<file path="src/rtl/instr_fetch.sv">
// Instruction fetch stage: owns the PC, issues credit-limited word fetches, buffers in-order responses.
// Optional FETCH_MISALIGN_CHECK_EN: a misaligned redirect sets a sticky error and halts fetching.
module instr_fetch #(
  parameter int             N          = 32,
  parameter logic [N-1:0]   RESET_PC   = '0,
  parameter int             FIFO_DEPTH = 2
) (
  input  logic         clk,
  input  logic         rst_n,
  output logic         mem_req_valid,
  input  logic         mem_req_ready,
  output logic [N-1:0] mem_req_addr,
  input  logic         mem_rsp_valid,
  input  logic [N-1:0] mem_rsp_data,
  input  logic         redirect,
  input  logic [N-1:0] redirect_pc,
  output logic         instr_valid,
  input  logic         instr_ready,
  output logic [N-1:0] instr,
  output logic [N-1:0] instr_pc,
  output logic         misalign_err
);

  localparam int AW = $clog2(FIFO_DEPTH);
  localparam int CW = AW + 1;
  localparam logic [CW:0]  DEPTH_LIMIT = (CW+1)'(FIFO_DEPTH);
  localparam logic [N-1:0] ALIGN_MASK  = ~N'(3);

  logic [N-1:0]  pc_reg;
  logic [CW-1:0] outstanding_reg, discard_reg, fifo_count_reg;
  logic [AW-1:0] wr_ptr_reg, rd_ptr_reg, tag_wr_ptr_reg, tag_rd_ptr_reg;
  logic          run_reg;
  logic          halted;

  logic [N-1:0] data_mem [FIFO_DEPTH];
  logic [N-1:0] pc_mem   [FIFO_DEPTH];
  logic [N-1:0] tag_mem  [FIFO_DEPTH];

  logic [CW:0] in_use;
  logic        req_fire, rsp_drop, push, pop;

`ifdef FETCH_MISALIGN_CHECK_EN
  logic misalign_reg;

  always_ff @(posedge clk or negedge rst_n) begin
    if (!rst_n) begin
      misalign_reg <= 1'b0;
    end else if (redirect && (redirect_pc[1:0] != 2'b00)) begin
      misalign_reg <= 1'b1;
    end
  end

  assign halted       = misalign_reg;
  assign misalign_err = misalign_reg;
`else
  assign halted       = 1'b0;
  assign misalign_err = 1'b0;
`endif

  // Credits cover in-flight requests plus buffered entries, so every response has a slot.
  assign in_use        = {1'b0, outstanding_reg} + {1'b0, fifo_count_reg};
  assign mem_req_valid = run_reg && !redirect && !halted && (in_use < DEPTH_LIMIT);
  assign mem_req_addr  = pc_reg;
  assign req_fire      = mem_req_valid && mem_req_ready;

  // A response landing in a redirect cycle belongs to the old stream and is dropped.
  assign rsp_drop = mem_rsp_valid && (redirect || (discard_reg != '0));
  assign push     = mem_rsp_valid && !rsp_drop;

  assign instr_valid = (fifo_count_reg != '0);
  assign pop         = instr_valid && instr_ready && !redirect;
  assign instr       = instr_valid ? data_mem[rd_ptr_reg] : '0;
  assign instr_pc    = instr_valid ? pc_mem[rd_ptr_reg]   : '0;

  always_ff @(posedge clk or negedge rst_n) begin
    if (!rst_n) begin
      pc_reg          <= RESET_PC;
      outstanding_reg <= '0;
      discard_reg     <= '0;
      fifo_count_reg  <= '0;
      wr_ptr_reg      <= '0;
      rd_ptr_reg      <= '0;
      tag_wr_ptr_reg  <= '0;
      tag_rd_ptr_reg  <= '0;
      run_reg         <= 1'b0;
    end else begin
      run_reg         <= 1'b1;
      outstanding_reg <= outstanding_reg + CW'(req_fire) - CW'(mem_rsp_valid);
      if (req_fire)      tag_wr_ptr_reg <= tag_wr_ptr_reg + AW'(1);
      if (mem_rsp_valid) tag_rd_ptr_reg <= tag_rd_ptr_reg + AW'(1);
      if (redirect) begin
        pc_reg         <= redirect_pc & ALIGN_MASK;
        discard_reg    <= outstanding_reg - CW'(mem_rsp_valid);
        fifo_count_reg <= '0;
        wr_ptr_reg     <= '0;
        rd_ptr_reg     <= '0;
      end else begin
        if (req_fire) pc_reg      <= pc_reg + N'(4);
        if (rsp_drop) discard_reg <= discard_reg - CW'(1);
        if (push)     wr_ptr_reg  <= wr_ptr_reg + AW'(1);
        if (pop)      rd_ptr_reg  <= rd_ptr_reg + AW'(1);
        fifo_count_reg <= fifo_count_reg + CW'(push) - CW'(pop);
      end
    end
  end

  // Storage entries carry no reset; validity is tracked by the counters above.
  for (genvar gi = 0; gi < FIFO_DEPTH; gi++) begin : g_entry
    always_ff @(posedge clk) begin
      if (req_fire && (tag_wr_ptr_reg == AW'(gi))) begin
        tag_mem[gi] <= pc_reg;
      end
      if (push && (wr_ptr_reg == AW'(gi))) begin
        data_mem[gi] <= mem_rsp_data;
        pc_mem[gi]   <= tag_mem[tag_rd_ptr_reg];
      end
    end
  end

endmodule

</file>
<file path="config.mk">
export PLATFORM = sky130hd
export DESIGN_NAME = instr_fetch
export DESIGN_NICKNAME = d
export VERILOG_FILES = /design/src/rtl/instr_fetch.sv
export SDC_FILE = /design/constraint.sdc
export NUM_CORES = 1
export LEC_CHECK = 0
export CORE_ASPECT_RATIO = 1.75
export CORE_UTILIZATION = 40
export CTS_CLUSTER_SIZE = 10
export DETAILED_ROUTE_END_ITERATION = 12
export GPL_TIMING_DRIVEN = 0
export SLEW_MARGIN = 15
export SYNTH_ARGS = -nofsm -noshare
export SYNTH_HDL_FRONTEND = slang
export SYNTH_SLANG_ARGS = --single-unit
</file>
<file path="constraint.sdc">
create_clock -name clk -period 6.99 [get_ports clk]
set_input_delay 1.398 -clock clk [delete_from_list [all_inputs] [get_ports clk]]
set_output_delay 1.398 -clock clk [all_outputs]
set_load 0.005 [all_outputs]
</file>
* Word-level counts from Yosys, hierarchy flattened
Memories as Yosys holds them, arrays and structs flattened. Cells that the tools add are included.
Operators by class: reductions and logical operators 23, add/subtract/negate cells 12, mux-type cells 28, magnitude comparators 1, bitwise operators 2
Operator list (count):
- two-way mux 32 bit | 7
- OR reduction 32 bit | 3
- adder 32 x 3 -> 32 bit (second input constant) | 1
- two-way mux 1 bit | 18
- nonzero test 2 bit | 6
- logical AND 1 bit | 11
- two-way mux 2 bit | 3
- subtractor 2 x 1 -> 2 bit | 3
- adder 1 bit (second input constant) | 4
- adder 2 x 1 -> 2 bit | 2
- adder 2 x 2 -> 3 bit | 1
- < comparator 3 x 2 -> 1 bit (second input constant) | 1
- logical NOT 1 bit | 2
- NOT 1 bit | 2
- subtractor 2 x 1 -> 2 bit (second input constant) | 1
- logical OR 1 bit | 1
Storage, ports and cells: output and inout port bits 99, register bits after elaboration 43, memories 3, RAM bits 192, input bits 70, logic and storage cells 78
Memory list:
- data_mem | depth 2, width 32, rd ports 1, clocked after memory_dff 0, write ports 1, RTL line 35 | logic [N-1:0] data_mem [FIFO_DEPTH];
- pc_mem | depth 2, width 32, rd ports 1, clocked after memory_dff 0, write ports 1, RTL line 36 | logic [N-1:0] pc_mem [FIFO_DEPTH];
- tag_mem | depth 2, width 32, rd ports 1, clocked after memory_dff 0, write ports 1, RTL line 37 | logic [N-1:0] tag_mem [FIFO_DEPTH];

* Logic depth before layout (Yosys ltp)
word-level depth 10, gate-level depth with buffers 9, mapped depth without buffers 9

* Least setup slack after synthesis
OpenSTA, ideal clock, no wires.
path type input port to flip-flop, start point input port redirect, end point memory data_mem[0][0] (enable), path slack 2.091 ns, library setup time 0.482 ns, buffers on the path 1, data required time 6.508 ns, arrival time 4.417 ns, stages 4, path through buf_2 clkinv_1 nand3_1 nor2_1
Between the ends: cells in the longest elaborated chain, start to end 9, elaborated cells between the ends (all ways) 13, classes of those cells mux (6); reduce/logical (7)
RTL lines:
- start, declared | RTL line 15 | input logic redirect,
- logical OR 1 bit * | RTL line 67 | assign rsp_drop = mem_rsp_valid && (redirect || (discard_reg != '0));
- logical AND 1 bit * | RTL line 67
- logical NOT 1 bit * | RTL line 68 | assign push = mem_rsp_valid && !rsp_drop;
- logical AND 1 bit * | RTL line 68
- logical AND 1 bit | RTL line 113 | if (push && (wr_ptr_reg == AW'(gi))) begin
- two-way mux 1 bit | RTL line 113
- two-way mux 1 bit (not written as such) | RTL line 114 | data_mem[gi] <= mem_rsp_data;
- OR reduction 32 bit (no source line)
- two-way mux 1 bit (no source line)
- end, declared | RTL line 35
Every way passes the cells marked *; elsewhere a longest branch is shown, timed or not.

* Final worst setup path
start point input port redirect, end point output port mem_req_valid
Between the ends: cells in the longest elaborated chain, start to end 3
RTL lines:
- logical NOT 1 bit | RTL line 62 | assign mem_req_valid = run_reg && !redirect && !halted && (in_use < DEPTH_LIMIT);
- logical AND 1 bit (2 in series) | RTL line 62
- end, declared | RTL line 10 | output logic mem_req_valid,
No other way between the ends.

==> run_results.csv <==
group,metric,value,unit
critical_path,path_class,"in2out",
timing,timing.final.setup_violations,0,
clock_tree,clock_tree.buffer_depth,3,
layout,final-instance-count-excl-fill,1155,
yosys,synth.cells.most_frequent,"edfxtp_1 (184), nor2_1 (87), mux2i_1 (63), dfrtp_1 (41), mux2_2 (30)",
timing,rsz0062_at_grt,"no",
clock_tree,clk_pin_slew_worst_paths,0.05,ns
floorplanning,num_rows,73,
yosys,dominantRegCellSynth,"edfxtp_1",
routing,first_pass_iters,4,
yosys,synth_area_leaders,"edfxtp_1 (59%), dfrtp_1 (11%), mux2i_1 (6.7%)",
critical_path,worst_path_largest_cell_delay,0.65,ns
clock_tree,cts-root-buf,"clkbuf_16",
yosys,avgSynthCellArea,14.7,um2
yosys,synthesis.area,9350,um2
layout,register_with_the_most_flip_flops,"data_mem",
critical_path,regToRegSetupSlack,3.88,ns
routing,detail_route.drc_violations,0,
yosys,netlist.area_leader.share,0.591,
clock_tree,cts_buffers,26,
floorplanning,die_area,24000,um2
global_route,gr-usage-all-layers,0.174,
global_route,number_of_global_route_vias_before_repair,6187,
clock_tree,postCtsResizedCells,0,
hold_path,min_path_type,"reg2reg",
timing,finalHoldViolCount,0,
timing,timing.slew.headroom,0.482,
timing,final.hold.worst_slack,0.536,ns
critical_path,maximum_fanout_count_along_the_critical_path,5,
critical_path,worst-endpoint-arrival,3.20,ns
clock_tree,tritoncts,"built",
floorplanning,floorplan.io_pins,169,
layout,layout-drive-gt1-share,0.101,
layout,top_regs,"data_mem (64), pc_mem (60), tag_mem (60)",
global_route,grt_max_degree,31,
job,count_of_max_cap_constraint_violations,0,
routing,route.vias.total,5919,
clock_tree,worstSkewPairLatency,0.51,ns
critical_path,crit_required,5.59,ns
timing,fin_skew,0.00850,ns
timing,setup_slack,2.39,ns
outcome,run_status,"completed",
critical_path,slowest_cell_on_the_critical_path,"nor4b_1",
critical_path,setup.worst_path.start_class,"input port",
power_and_ir_drop,static-leakage-power,4.07,nW
yosys,synthDominantAreaCellType,"edfxtp_1",
floorplanning,die_h,204,um
clock_tree,clock-sinks,225,
yosys,synth.yosys.warnings,0,
routing,remaining_antenna_violation_count_after_routing,0,
critical_path,setup.worst_path.end_class,"output port",
global_route,wire_length_of_the_first_global_routing_pass,32600,um
yosys,yosys.cell_count.top_type,"edfxtp_1",
placement,post-place-ws,2.46,ns
yosys,netlist_instances,637,
placement,dp_hpwl,14800,um
clock_tree,postCtsHoldBufs,0,
global_route,grt_antenna_before_repair,0,
routing,dr.first_iter.drc_count,331,
clock_tree,cts_setup_buffers,0,
critical_path,cp_common_cell,"clkdlybuf4s50_1",
timing,worstMarginPinSlew,0.776,ns
yosys,synth-edff-count,184,
power_and_ir_drop,power.density_cell_area,300,nW/um2
placement,buffer_ports.inserted,160,
floorplanning,standard_cell_core_area,22800,um2
floorplanning,start_util,0.409,
placement,place.gp.congestion,0.869,
timing,fin_crit,4.60,ns
yosys,synth_cell_type_count,55,
timing,drv_slew,0,
power_and_ir_drop,peakVddDrop,0.188,mV
timing,highest_clock_rate,0.217,GHz
critical_path,cp_cell_sequence,"clkdlybuf4s50_1, nor4b_1, clkdlybuf4s50_1",
routing,via_per_inst,5.12,
floorplanning,dieWidth,118,um
layout,layout-area-overhead-vs-synth,31.2,%
routing,wl_per_cell,18.0,um
routing,drt_wl_total,20800,um
layout,finish.utilization,0.537,
yosys,synth_async_sr_flop_share,0.182,
layout,largest_register_ffs,64,
global_route,global_route.overflow_total,0,
timing,finalCritPeriodShare,0.658,
yosys,ys_seq_elements,225,
clock_tree,cts-htree-levels,1,
layout,fin_nets,913,
placement,dp_cells,1107,
yosys,synth.yosys.seq_area_share,0.701,
layout,antennaDiodeCount,0,
## critical path: cells and delay by family
family / cells / cell delay, ns
buffers and inverters: 2 / 1.16
AND/OR/NAND/NOR: 1 / 0.65
## area by class of cell
class / count / area, um2
timing repair buffer: 166 / 1740
clock inverter: 1 / 5.00
multi-input combinational: 369 / 2610
fill: 1946 / 10600
clock buffer: 47 / 751
buffer: 36 / 183
tap: 300 / 375
inverter: 11 / 41.3
sequential: 225 / 6550
## where the power goes
group          internal [mW]  leakage [nW]  switching [mW]
clock network          0.717         0.360           0.477
logic                  0.415          1.56           0.391
registers               1.61          2.15          0.0755
## kinds of logic after synthesis
family                   after synthesis  share of synthesized area
XOR/XNOR                              18                     0.0169
other                                  2                   0.000804
AO/OA/AOI/OAI                         56                     0.0411
multiplexers                          93                      0.104
adder cells (fa/ha/maj)                8                     0.0115
flip-flops                           225                      0.701
buffers and inverters                 47                     0.0240
AND/OR/NAND/NOR                      188                      0.101
## final timing paths
| kind | from | endpoint | cells after the start |
|---|---|---|---|
| worst max register to register | outstanding_reg[0] | outstanding_reg[1] | 9 |
| worst min register to register | outstanding_reg[0] | outstanding_reg[0] | 1 |
| min in group asynchronous | rst_n | mem_req_addr[27] | 1 |
| worst max-delay path | redirect | mem_req_valid | 3 |
| worst min-delay path | outstanding_reg[0] | outstanding_reg[0] | 1 |
| max in group asynchronous | rst_n | mem_req_addr[18] | 2 |
## placed cells by master (no fill, tap or decap), drive strengths merged, types with 4 or more instances in the layout
cell type | Yosys | routed
or4 | 14 | 14
buf | 19 | 26
nand4 | 12 | 12
nand2 | 28 | 28
a31oi | 12 | 12
nor4 | 6 | 6
edfxtp | 184 | 184
ha | 7 | 7
o21ai | 14 | 14
inv | 10 | 10
xnor2 | 13 | 13
nand3 | 12 | 12
mux2i | 63 | 63
o31ai | 10 | 10
mux2 | 30 | 30
xor2 | 5 | 5
nor2b | 4 | 4
clkdlybuf4s50 | 0 | 159
dfrtp | 41 | 41
nor2 | 87 | 87
conb | 2 | 6
a41oi | 4 | 4
clkbuf | 16 | 63
and3 | 4 | 4
## stage by stage
stage          area (um2)  setup TNS [ns]  power [mW]
5_1_grt             12300               0        3.85
3_5_place_dp        11500               0        2.53
3_3_place_gp        11300          -20.29        2.49
4_1_cts             12300               0        3.73
2_1_floorplan        9360               0        2.13
6_report            12300               0        3.68
## layer usage
layer | global-route usage | share of wire | vias to the layer above
met2 | 0.341 | 0.56 | 221
met1 | 0.183 | 0.36 | 2856
met4 | 0.0710 | 0.032 | 0
met3 | 0.0268 | 0.050 | 43
li1 | - | - | 2799
met5 | 0 | 0 | -
(Power assumes the default switching activity.)
